--- src/rtl/link_pkg.sv ---
// -----------------------------------------------------------------------------
// link_pkg
// Shared definitions for the Link character block and its collision detector:
// direction codes, collision-map tile codes, collision result bit positions,
// screen/sprite geometry and the detector's internal state encoding.
// Optional build macro used by consumers: COLL_HAZARD_EN (hazard reporting).
// -----------------------------------------------------------------------------
package link_pkg;

   // Requested action/direction from the character block
   typedef enum logic [2:0] {
      NO_ACTION = 3'd0,
      ATTACK    = 3'd1,
      UP        = 3'd2,
      DOWN      = 3'd3,
      LEFT      = 3'd4,
      RIGHT     = 3'd5
   } dir_e;

   // Collision-map tile codes
   localparam logic [1:0] TILE_FREE   = 2'b00;
   localparam logic [1:0] TILE_WALL   = 2'b01;
   localparam logic [1:0] TILE_HAZARD = 2'b10;
   localparam logic [1:0] TILE_WATER  = 2'b11;

   // Collision result bits
   localparam int COLL_BLOCKED_BIT = 0;
   localparam int COLL_HAZARD_BIT  = 1;

   // Screen and sprite geometry
   localparam int SCREEN_W         = 320;
   localparam int SCREEN_H         = 240;
   localparam int SPRITE_PX        = 16;
   localparam int MAP_W_TILES_DFLT = SCREEN_W / SPRITE_PX;   // 20
   localparam int X_MAX_DFLT       = SCREEN_W - SPRITE_PX;   // 304
   localparam int Y_MAX_DFLT       = SCREEN_H - SPRITE_PX;   // 224
   localparam int ADDR_W_DFLT      = 9;

   // Collision detector sequencing
   typedef enum logic [1:0] {
      S_IDLE    = 2'd0,
      S_ISSUE_B = 2'd1,
      S_CAP_A   = 2'd2,
      S_CAP_B   = 2'd3
   } coll_state_e;

   // Walls and water both stop movement; hazards are walkable
   function automatic logic tile_blocks(input logic [1:0] code);
      return (code == TILE_WALL) || (code == TILE_WATER);
   endfunction

endpackage

--- src/rtl/coll_probe_addr.sv ---
// -----------------------------------------------------------------------------
// coll_probe_addr
// Combinational: picks one of the two leading-edge probe pixels for a move in
// the given direction and converts it into a collision-map tile address.
//   dir_i   : requested direction (link_pkg::dir_e encoding)
//   x_i/y_i : sprite top-left position
//   sel_i   : 0 selects probe P0, 1 selects probe P1
//   px_o/py_o : probe pixel coordinates (widened so edge offsets never wrap)
//   addr_o  : (py>>4)*MAP_W_TILES + (px>>4)
// -----------------------------------------------------------------------------
module coll_probe_addr
   import link_pkg::*;
#(
   parameter int MAP_W_TILES = MAP_W_TILES_DFLT,
   parameter int ADDR_W      = ADDR_W_DFLT
) (
   input  logic [2:0]        dir_i,
   input  logic [8:0]        x_i,
   input  logic [7:0]        y_i,
   input  logic              sel_i,
   output logic [9:0]        px_o,
   output logic [8:0]        py_o,
   output logic [ADDR_W-1:0] addr_o
);

   logic [9:0] x_w;
   logic [8:0] y_w;
   logic [5:0] tx;
   logic [4:0] ty;

   assign x_w = {1'b0, x_i};
   assign y_w = {1'b0, y_i};

   // P0 is the top/left end of the leading edge, P1 the bottom/right end
   always_comb begin
      px_o = x_w;
      py_o = y_w;
      case (dir_i)
         UP: begin
            px_o = sel_i ? x_w + 10'd15 : x_w;
            py_o = y_w - 9'd1;
         end
         DOWN: begin
            px_o = sel_i ? x_w + 10'd15 : x_w;
            py_o = y_w + 9'd16;
         end
         LEFT: begin
            px_o = x_w - 10'd1;
            py_o = sel_i ? y_w + 9'd15 : y_w;
         end
         RIGHT: begin
            px_o = x_w + 10'd16;
            py_o = sel_i ? y_w + 9'd15 : y_w;
         end
         default: ;
      endcase
   end

   assign tx = px_o[9:4];
   assign ty = py_o[8:4];

   // Row stride multiply as a constant shift-add; for 20 this reduces to
   // (ty<<4) + (ty<<2).
   always_comb begin
      addr_o = ADDR_W'(tx);
      for (int i = 0; i < 16; i++) begin
         if (MAP_W_TILES[i]) addr_o = addr_o + (ADDR_W'(ty) << i);
      end
   end

endmodule

--- src/rtl/link_collision_detector.sv ---
// -----------------------------------------------------------------------------
// link_collision_detector
// On start, probes the leading edge of Link's 16x16 sprite against the screen
// bounds and the tile collision map and returns a 2-bit collision code.
//   clock, reset     : clock, synchronous active-high reset
//   start            : request pulse, sampled only when idle
//   link_x_pos/_y_pos: sprite top-left position
//   link_direction   : requested direction (link_pkg::dir_e)
//   map_addr / map_q : collision-map ROM port (1-cycle synchronous read)
//   collision        : bit0 blocked, bit1 hazard; held until the next result
//   busy             : map check in progress
//   check_done       : one-cycle pulse when collision is updated
// Build macro: COLL_HAZARD_EN -- when defined, bit1 reports hazard tiles;
// otherwise bit1 is 0 and hazard tiles read as free.
// -----------------------------------------------------------------------------
module link_collision_detector
   import link_pkg::*;
#(
   parameter int MAP_W_TILES = MAP_W_TILES_DFLT,
   parameter int X_MAX       = X_MAX_DFLT,
   parameter int Y_MAX       = Y_MAX_DFLT,
   parameter int ADDR_W      = ADDR_W_DFLT
) (
   input  logic              clock,
   input  logic              reset,
   input  logic              start,
   input  logic [8:0]        link_x_pos,
   input  logic [7:0]        link_y_pos,
   input  logic [2:0]        link_direction,
   output logic [ADDR_W-1:0] map_addr,
   input  logic [1:0]        map_q,
   output logic [1:0]        collision,
   output logic              busy,
   output logic              check_done
);

   coll_state_e       state_q, state_d;
   logic [8:0]        x_q, x_d;
   logic [7:0]        y_q, y_d;
   logic [2:0]        dir_q, dir_d;
   logic [1:0]        code0_q, code0_d;
   logic [ADDR_W-1:0] addr_q, addr_d;
   logic [1:0]        coll_q, coll_d;
   logic              done_q, done_d;

   logic [2:0]        pr_dir;
   logic [8:0]        pr_x;
   logic [7:0]        pr_y;
   logic              pr_sel;
   logic [ADDR_W-1:0] pr_addr;
   logic [9:0]        unused_px;
   logic [8:0]        unused_py;

   logic              no_move;
   logic              out_of_bounds;
   logic [1:0]        map_result;

   // In IDLE the probe looks at the live inputs so P0 can be issued on the
   // start edge; afterwards it works from the latched copy.
   always_comb begin
      if (state_q == S_IDLE) begin
         pr_dir = link_direction;
         pr_x   = link_x_pos;
         pr_y   = link_y_pos;
         pr_sel = 1'b0;
      end else begin
         pr_dir = dir_q;
         pr_x   = x_q;
         pr_y   = y_q;
         pr_sel = 1'b1;
      end
   end

   coll_probe_addr #(
      .MAP_W_TILES (MAP_W_TILES),
      .ADDR_W      (ADDR_W)
   ) u_probe (
      .dir_i  (pr_dir),
      .x_i    (pr_x),
      .y_i    (pr_y),
      .sel_i  (pr_sel),
      .px_o   (unused_px),
      .py_o   (unused_py),
      .addr_o (pr_addr)
   );

   // Directions outside UP..RIGHT never move, so they take the no-action path
   always_comb begin
      no_move = !((link_direction == UP)   || (link_direction == DOWN) ||
                  (link_direction == LEFT) || (link_direction == RIGHT));
      out_of_bounds = ((link_direction == UP)    && (link_y_pos == 8'd0))           ||
                      ((link_direction == DOWN)  && (link_y_pos >= 8'(Y_MAX)))      ||
                      ((link_direction == LEFT)  && (link_x_pos == 9'd0))           ||
                      ((link_direction == RIGHT) && (link_x_pos >= 9'(X_MAX)));
   end

   // code1 is taken straight off map_q in CAP_B, the same edge that
   // registers the result.
   always_comb begin
      map_result = 2'b00;
      map_result[COLL_BLOCKED_BIT] = tile_blocks(code0_q) | tile_blocks(map_q);
`ifdef COLL_HAZARD_EN
      map_result[COLL_HAZARD_BIT]  = (code0_q == TILE_HAZARD) | (map_q == TILE_HAZARD);
`else
      map_result[COLL_HAZARD_BIT]  = 1'b0;
`endif
   end

   always_comb begin
      state_d = state_q;
      x_d     = x_q;
      y_d     = y_q;
      dir_d   = dir_q;
      code0_d = code0_q;
      addr_d  = addr_q;
      coll_d  = coll_q;
      done_d  = 1'b0;
      case (state_q)
         S_IDLE: begin
            if (start) begin
               x_d   = link_x_pos;
               y_d   = link_y_pos;
               dir_d = link_direction;
               if (no_move) begin
                  coll_d = 2'b00;
                  done_d = 1'b1;
               end else if (out_of_bounds) begin
                  coll_d = 2'b01;
                  done_d = 1'b1;
               end else begin
                  addr_d  = pr_addr;
                  state_d = S_ISSUE_B;
               end
            end
         end
         S_ISSUE_B: begin
            addr_d  = pr_addr;
            state_d = S_CAP_A;
         end
         S_CAP_A: begin
            code0_d = map_q;
            state_d = S_CAP_B;
         end
         S_CAP_B: begin
            coll_d  = map_result;
            done_d  = 1'b1;
            state_d = S_IDLE;
         end
         default: state_d = S_IDLE;
      endcase
   end

   always_ff @(posedge clock) begin
      if (reset) begin
         state_q <= S_IDLE;
         x_q     <= '0;
         y_q     <= '0;
         dir_q   <= '0;
         code0_q <= '0;
         addr_q  <= '0;
         coll_q  <= '0;
         done_q  <= 1'b0;
      end else begin
         state_q <= state_d;
         x_q     <= x_d;
         y_q     <= y_d;
         dir_q   <= dir_d;
         code0_q <= code0_d;
         addr_q  <= addr_d;
         coll_q  <= coll_d;
         done_q  <= done_d;
      end
   end

   assign map_addr   = addr_q;
   assign collision  = coll_q;
   assign check_done = done_q;
   assign busy       = (state_q != S_IDLE);

endmodule
--- config.mk ---
export PLATFORM = sky130hd
export DESIGN_NAME = link_collision_detector
export DESIGN_NICKNAME = d
export VERILOG_FILES = /design/src/rtl/link_pkg.sv /design/src/rtl/coll_probe_addr.sv /design/src/rtl/link_collision_detector.sv
export SDC_FILE = /design/constraint.sdc
export NUM_CORES = 1
export LEC_CHECK = 0
export CAP_MARGIN = 20
export CORE_ASPECT_RATIO = 1.75
export CORE_MARGIN = 1
export CORE_UTILIZATION = 60
export CTS_CLUSTER_DIAMETER = 30
export CTS_CLUSTER_SIZE = 28
export DETAILED_ROUTE_END_ITERATION = 12
export HOLD_SLACK_MARGIN = 0.1
export PLACE_DENSITY = 0.86
export SETUP_SLACK_MARGIN = 0.15
export SLEW_MARGIN = 30
export SYNTH_ARGS = -nofsm -noshare
export SYNTH_HDL_FRONTEND = slang
export SYNTH_SLANG_ARGS = --single-unit
--- constraint.sdc ---
create_clock -name clock -period 10.77 [get_ports clock]
set_input_delay 1.077 -clock clock [delete_from_list [all_inputs] [get_ports clock]]
set_output_delay 1.077 -clock clock [all_outputs]
set_load 0.02 [all_outputs]
==> reports/results.tsv, run 1 <==
metric	value	unit
status	finished clean	
hold_viol	0	
cts.clk_slew.worst_paths	0.08	ns
ctsResizeCount	0	
synth.distinct_cells	60	
hold_path_class	flip-flop to flip-flop	
synth_edf_count	0	
rr_startpoint	state_q[0]	
wl	6390	µm
holdCritStartpoint	map_addr[5]	
n_antenna_cell	0	
yosys_warnings	0	
dp_hpwl	4760	µm
drt-initial-drc-count	48	
setup_viol	0	
clock_latency	0.29	ns
wl_per_cell	15.1	µm
post_cts_buffers	0	
cts_tree	built	
nets	412	
rsz0062_at_grt	false	
grt_pass1_wl	11000	µm
fin_skew	0.00470	ns
r2r_end	map_addr[8]	
die_h	91.2	µm
placementRows	32	
hold_buffers	0	
hold_path_depth	2	
arrival	5.28	ns
final_cell_mix	nand2_1 (63), a21oi_1 (39), clkdlybuf4s50_1 (35), dfxtp_1 (34), nor2_1 (18)	
seq_area_frac_synth	0.250	
h-tree-depth	2	
drc	0	
placed_area	3040	µm²
numPortBuffers	35	
ys.flop_type	dfxtp_1	
async_flop_share	0	
tns	0	ns
ios	38	
via_per_inst	6.12	
slew_violations	0	
clock_path_buffers	2	
syn_area	2730	µm²
dieWidth	53.0	µm
fillers	372	
grt_overflow	0	
utilization	0.717	
cts-root-buf	clkbuf_8	
grt_max_degree	40	
clock_sinks	34	
critical_path.max_fanout	9	
syn_area_per_cell	7.79	µm²
min_period_over_period	0.474	
finalWeightedCongestion	0.936	
first_pass_iters	4	
antenna_found_initial	0	
synth_fp_nets	390	
die-area	4830	µm²
worst_pin_slew	0.905	ns
min_to	map_addr[5]	
end_kind	flip-flop	
worst-setup-path-type	primary input to flip-flop	
required	10.95	ns
period_minus_slack	5.10	ns
syn_to_final_growth	14.8	%
ff2ff_setup_slack	5.98	ns
syn_inst	350	
initial_utilization	0.625	
p_per_area	288	nW/µm²
dp.cells	416	
cts_made_buffers	5	
final_common_cell	nand2_1	
final_cells	424	
ys_ff_latch	34	
p_leak	1.28	nW
fmax	196	MHz
cap_violations	0	
rr_worst_depth	19	
ir_worst_vdd	0.000184	V
core	4360	µm²
grt_pass1_vias	2472	
stdcell_area	3130	µm²
drive_above_1_share	0.0643	
start_kind	primary input	
max_slew_margin	0.397	
vias	2595	
antenna_left	0	
grt_usage	0.296	
[flip-flops by register name, summed over array words and instances (netlist names)]
name / cells
x_q: 9
check_done: 1
map_addr: 9
code0_q: 1
dir_q: 3
y_q: 8
state_q: 2
collision: 1
[critical path, cell delays in order]
cell             delay, ns
clkdlybuf4s50_1       0.50
nor2b_1               0.21
a21oi_1               0.73
a311oi_1              0.24
a2111o_1              0.45
ha_1                  0.31
a21o_1                0.18
a21oi_1               0.23
xnor2_1               0.18
inv_1                 0.09
fa_1                  0.47
inv_1                 0.08
a21o_1                0.13
a21oi_1               0.09
xnor2_1               0.13
o21a_1                0.19
[cell usage after synthesis (all sizes together) (3+ instances only)]
library cell | instances | area share
nand2b | 6 | 0.014
nor3 | 7 | 0.015
dfxtp | 34 | 0.25
nand3 | 8 | 0.015
a211oi | 3 | 0.0083
inv | 15 | 0.021
o21a | 3 | 0.0083
nor4 | 7 | 0.029
clkbuf | 15 | 0.022
a21o | 4 | 0.011
nand2 | 63 | 0.087
a31oi | 3 | 0.0069
xnor2 | 12 | 0.039
o21ai | 14 | 0.027
nand4 | 3 | 0.0069
ha | 13 | 0.060
xor2 | 11 | 0.035
nor2b | 5 | 0.011
a21oi | 39 | 0.072
mux2i | 17 | 0.062
nor2 | 19 | 0.029
mux2 | 3 | 0.012
o221ai | 3 | 0.0096
buf | 7 | 0.023
[where the power goes]
group / internal, W / leakage [nW] / total, W / switching (W)
clock network: 0.0000514 / 0.0472 / 0.000102 / 0.0000505
registers: 0.000156 / 0.279 / 0.000182 / 0.0000254
logic: 0.000265 / 0.951 / 0.000617 / 0.000353
[kinds of logic after synthesis]
group / synth area share
adders and majority gates: 0.0743
xor gates and xnor gates: 0.0739
and+or+nand+nor: 0.247
AOI/OAI and AO/OA: 0.214
muxes: 0.0748
DFF: 0.250
other: 0.00137
buffers and inverters: 0.0651
[final cells by class]
cell class,instances,area [µm²],share of cell area
Inverter,15,56.3,0.0180
Multi-Input combinational cell,279,1870,0.597
Sequential cell,34,681,0.217
Clock inverter,2,12.5,0.00400
Clock buffer,6,82.6,0.0264
Tap cell,51,63.8,0.0204
Timing Repair Buffer,37,365,0.117
[per-layer routing]
layer  track usage  wire (µm)  share of wire
met2         0.498       3330           0.52
met1         0.337       2620           0.41
met5             0          0              0
met4         0.160        228          0.036
met3        0.0519        211          0.033
[worst max path at each step]
stage	endpoint	slack (ns)	from
floorplan	map_addr[8]	6.27	link_x_pos[0]
global placement	map_addr[8]	5.60	link_direction[1]
detailed placement	map_addr[8]	5.44	link_direction[1]
CTS	map_addr[8]	5.72	link_direction[1]
global route	map_addr[8]	5.44	link_x_pos[4]
finish	map_addr[8]	5.67	link_direction[1]
[through the flow]
step	power, W	setup WS [ns]	hold slack, ns
2_1_floorplan	0.000677	6.27	0.436
3_3_place_gp	0.000776	5.60	0.438
3_5_place_dp	0.000797	5.44	0.452
4_1_cts	0.000901	5.72	0.462
5_1_grt	0.000982	5.44	0.476
6_report	0.000901	5.67	0.456
No activity file was read; power rests on OpenSTA's default activity.
==> inputs of run 2 (changes only) <==
Settings changed: CORE_UTILIZATION 60 to 50, PLACE_DENSITY 0.86 to 0.77.
Clock period 10.77 ns to 4.4 ns, I/O delays scaled along.
==> run 2 against run 1 <==
Design area increased by 8.7%; highest routed layer unchanged; critical endpoint unchanged; global-route usage decreased by 4.6 points; die area rose by 19%; the flow now finishes with violations (DRC); worst hold slack got worse by 0.0029 ns.
==> reports/results.tsv, run 2 (synthesis gave the netlist of run 1 again) <==
metric	value	unit	change
die_h	99.7	µm	+9.3%
wl_per_cell	15.0	µm	-0.21%
status	finished with violations		
n_antenna_cell	0		unchanged
holdCritStartpoint	map_addr[5]		
dp_hpwl	5210	µm	+9.6%
p_leak	1.39	nW	+9.2%
grt_max_degree	36		-10%
ff2ff_setup_slack	0.38	ns	-5.60 ns
clock_path_buffers	2		unchanged
initial_utilization	0.519		-0.106
failed_checks	DRC		
met1Wirelength	2590	µm	-1.3%
arrival	4.20	ns	-1.08 ns
drc	1		+1
period_minus_slack	4.02	ns	
setup_viol	0		unchanged
antenna_found_initial	0		unchanged
p_seq_frac	0.184		-0.018
swShare	0.453		-0.0227
hold_viol	0		unchanged
wl	6830	µm	+6.9%
syn_to_final_growth	24.7	%	
start_kind	flip-flop		
final_cell_mix	nand2_1 (63), a21oi_1 (37), clkdlybuf4s50_1 (35), dfxtp_1 (32), buf_4 (28)		
comb_power_share	0.720		+0.035
grt_overflow	0		unchanged
place_ws	-0.0119	ns	-5.45 ns
grt_usage	0.250		-0.0460
core	5260	µm²	+20%
met2_length	3580	µm	+7.6%
p_per_area	715	nW/µm²	+150%
switchingPower	0.00110	W	+160%
dieWidth	57.8	µm	+9.2%
pwr-share-clk	0.096		-0.017
power	0.00243	W	+170%
fmax	249	MHz	
h-tree-depth	2		unchanged
min_to	map_addr[5]		
antenna_left	0		unchanged
drt-initial-drc-count	122		+150%
cts.clk_slew.worst_paths	0.06	ns	-0.02 ns
placementRows	35		+9.4%
die-area	5770	µm²	+19%
fillers	466		+25%
worst_pin_slew	0.746	ns	-0.158 ns
finalWeightedCongestion	0.917		-2.0%
vias	2664		+2.7%
numPortBuffers	35		unchanged
required	4.58	ns	-6.37 ns
clock_latency	0.29	ns	about the same
clock_sinks	34		unchanged
end_kind	flip-flop		
cts_tree	built		
stdcell_area	3400	µm²	+8.7%
first_pass_iters	9		+5
final_common_cell	nand2_1		
grt_pass1_wl	11400	µm	+3.4%
hold_path_depth	2		unchanged
rsz0062_at_grt	false		
r2r_end	map_addr[8]		
dp.cells	447		+7.5%
nets	440		+6.8%
p_int	0.00133	W	+180%
worst-setup-path-type	flip-flop to flip-flop		
fin_ws	0.382	ns	-5.29 ns
max_slew_margin	0.502		+0.106
maxUsedRoutingLayer	met4		
critical_path.max_fanout	7		-2
min_period_over_period	0.913		
slew_violations	0		unchanged
ir_worst_vdd	0.000406	V	+120%
cap_violations	0		unchanged
fin_skew	0.00381	ns	-0.000889 ns
cts-root-buf	clkbuf_8		
final_cells	454		+7.1%
drive_above_1_share	0.155		+0.0910
dr_wl_met3	311	µm	+47%
cts_made_buffers	5		unchanged
rr_worst_depth	19		unchanged
placed_area	3240	µm²	+6.8%
rr_startpoint	state_q[1]		
grt_pass1_vias	2533		+2.5%
ios	38		unchanged
via_per_inst	5.87		-4.1%
hold_path_class	flip-flop to flip-flop		
utilization	0.647		-0.0699
-- run 2: cell count changes in the layout (fill, tap and decap cells not counted), sizes merged --
cell    delta
buf       +28
clkinv     -1
inv        -1
-- run 2: final cells by class --
cell class                 instances  area (µm²)  share of cell area
inverter                          15        60.1              0.0177
multi-input combinational        279        1930               0.567
timing repair buffer              65         577               0.170
sequential                        34         683               0.201
tap                               55        68.8              0.0202
clock buffer                       6        82.6              0.0243
-- run 2: metal layers --
| layer | track usage | vias to the layer above |
|---|---|---|
| li1 | - | 1332 |
| met1 | 0.269 | 1215 |
| met2 | 0.439 | 91 |
| met3 | 0.0416 | 26 |
| met4 | 0.158 | 0 |
| met5 | 0 | - |
-- run 2: power groups by stage --
stage          clock (W)  sequential, W  combinational, W
2_1_floorplan          0       0.000471           0.00119
3_3_place_gp           0       0.000448           0.00162
3_5_place_dp           0       0.000453           0.00164
4_1_cts         0.000241       0.000445           0.00166
5_1_grt         0.000254       0.000457           0.00195
6_report        0.000232       0.000449           0.00175
-- run 2: metrics by stage --
step                       TNS [ns]  hold slack, ns
after floorplan                   0           0.436
after global placement    -0.000433           0.441
after detailed placement    -0.0119           0.449
after CTS                         0           0.459
after global routing              0           0.482
final                             0           0.453
-- run 2: worst max-delay path by stage --
stage / slack (ns) / depth (start not counted) / to / start
after floorplan: 0.45 / 18 / map_addr[8] / state_q[0]
after global placement: -0.0004 / 18 / map_addr[8] / link_x_pos[0]
after detailed placement: -0.01 / 18 / map_addr[8] / link_x_pos[0]
after CTS: 0.28 / 18 / map_addr[8] / link_x_pos[0]
after global routing: 0.16 / 21 / map_addr[8] / state_q[1]
final: 0.38 / 19 / map_addr[8] / state_q[1]
-- run 2: timing repair --
action | 4_1_cts | 5_1_grt
resized for setup | 1 | 14
endpoints found under the setup margin | 1 | 4
pin swaps | 0 | 1
hold buffers | 0 | 0
buffers inserted | 0 | 1
endpoints found under the hold margin | 0 | 0
-- run 2: worst max-delay path: stages (launching register included) --
cell and delay, ns:
dfxtp_2 0.34, inv_1 0.12, ha_4 0.25, buf_2 0.23, mux2i_2 0.28, buf_4 0.16
nand2_1 0.06, xor2_1 0.15, a221o_1 0.42, ha_1 0.31, a21o_1 0.19, a21oi_2 0.19
xnor2_1 0.16, inv_1 0.09, fa_1 0.43, inv_1 0.07, a21o_1 0.10, a21oi_1 0.07
xnor2_1 0.13, o21a_1 0.17
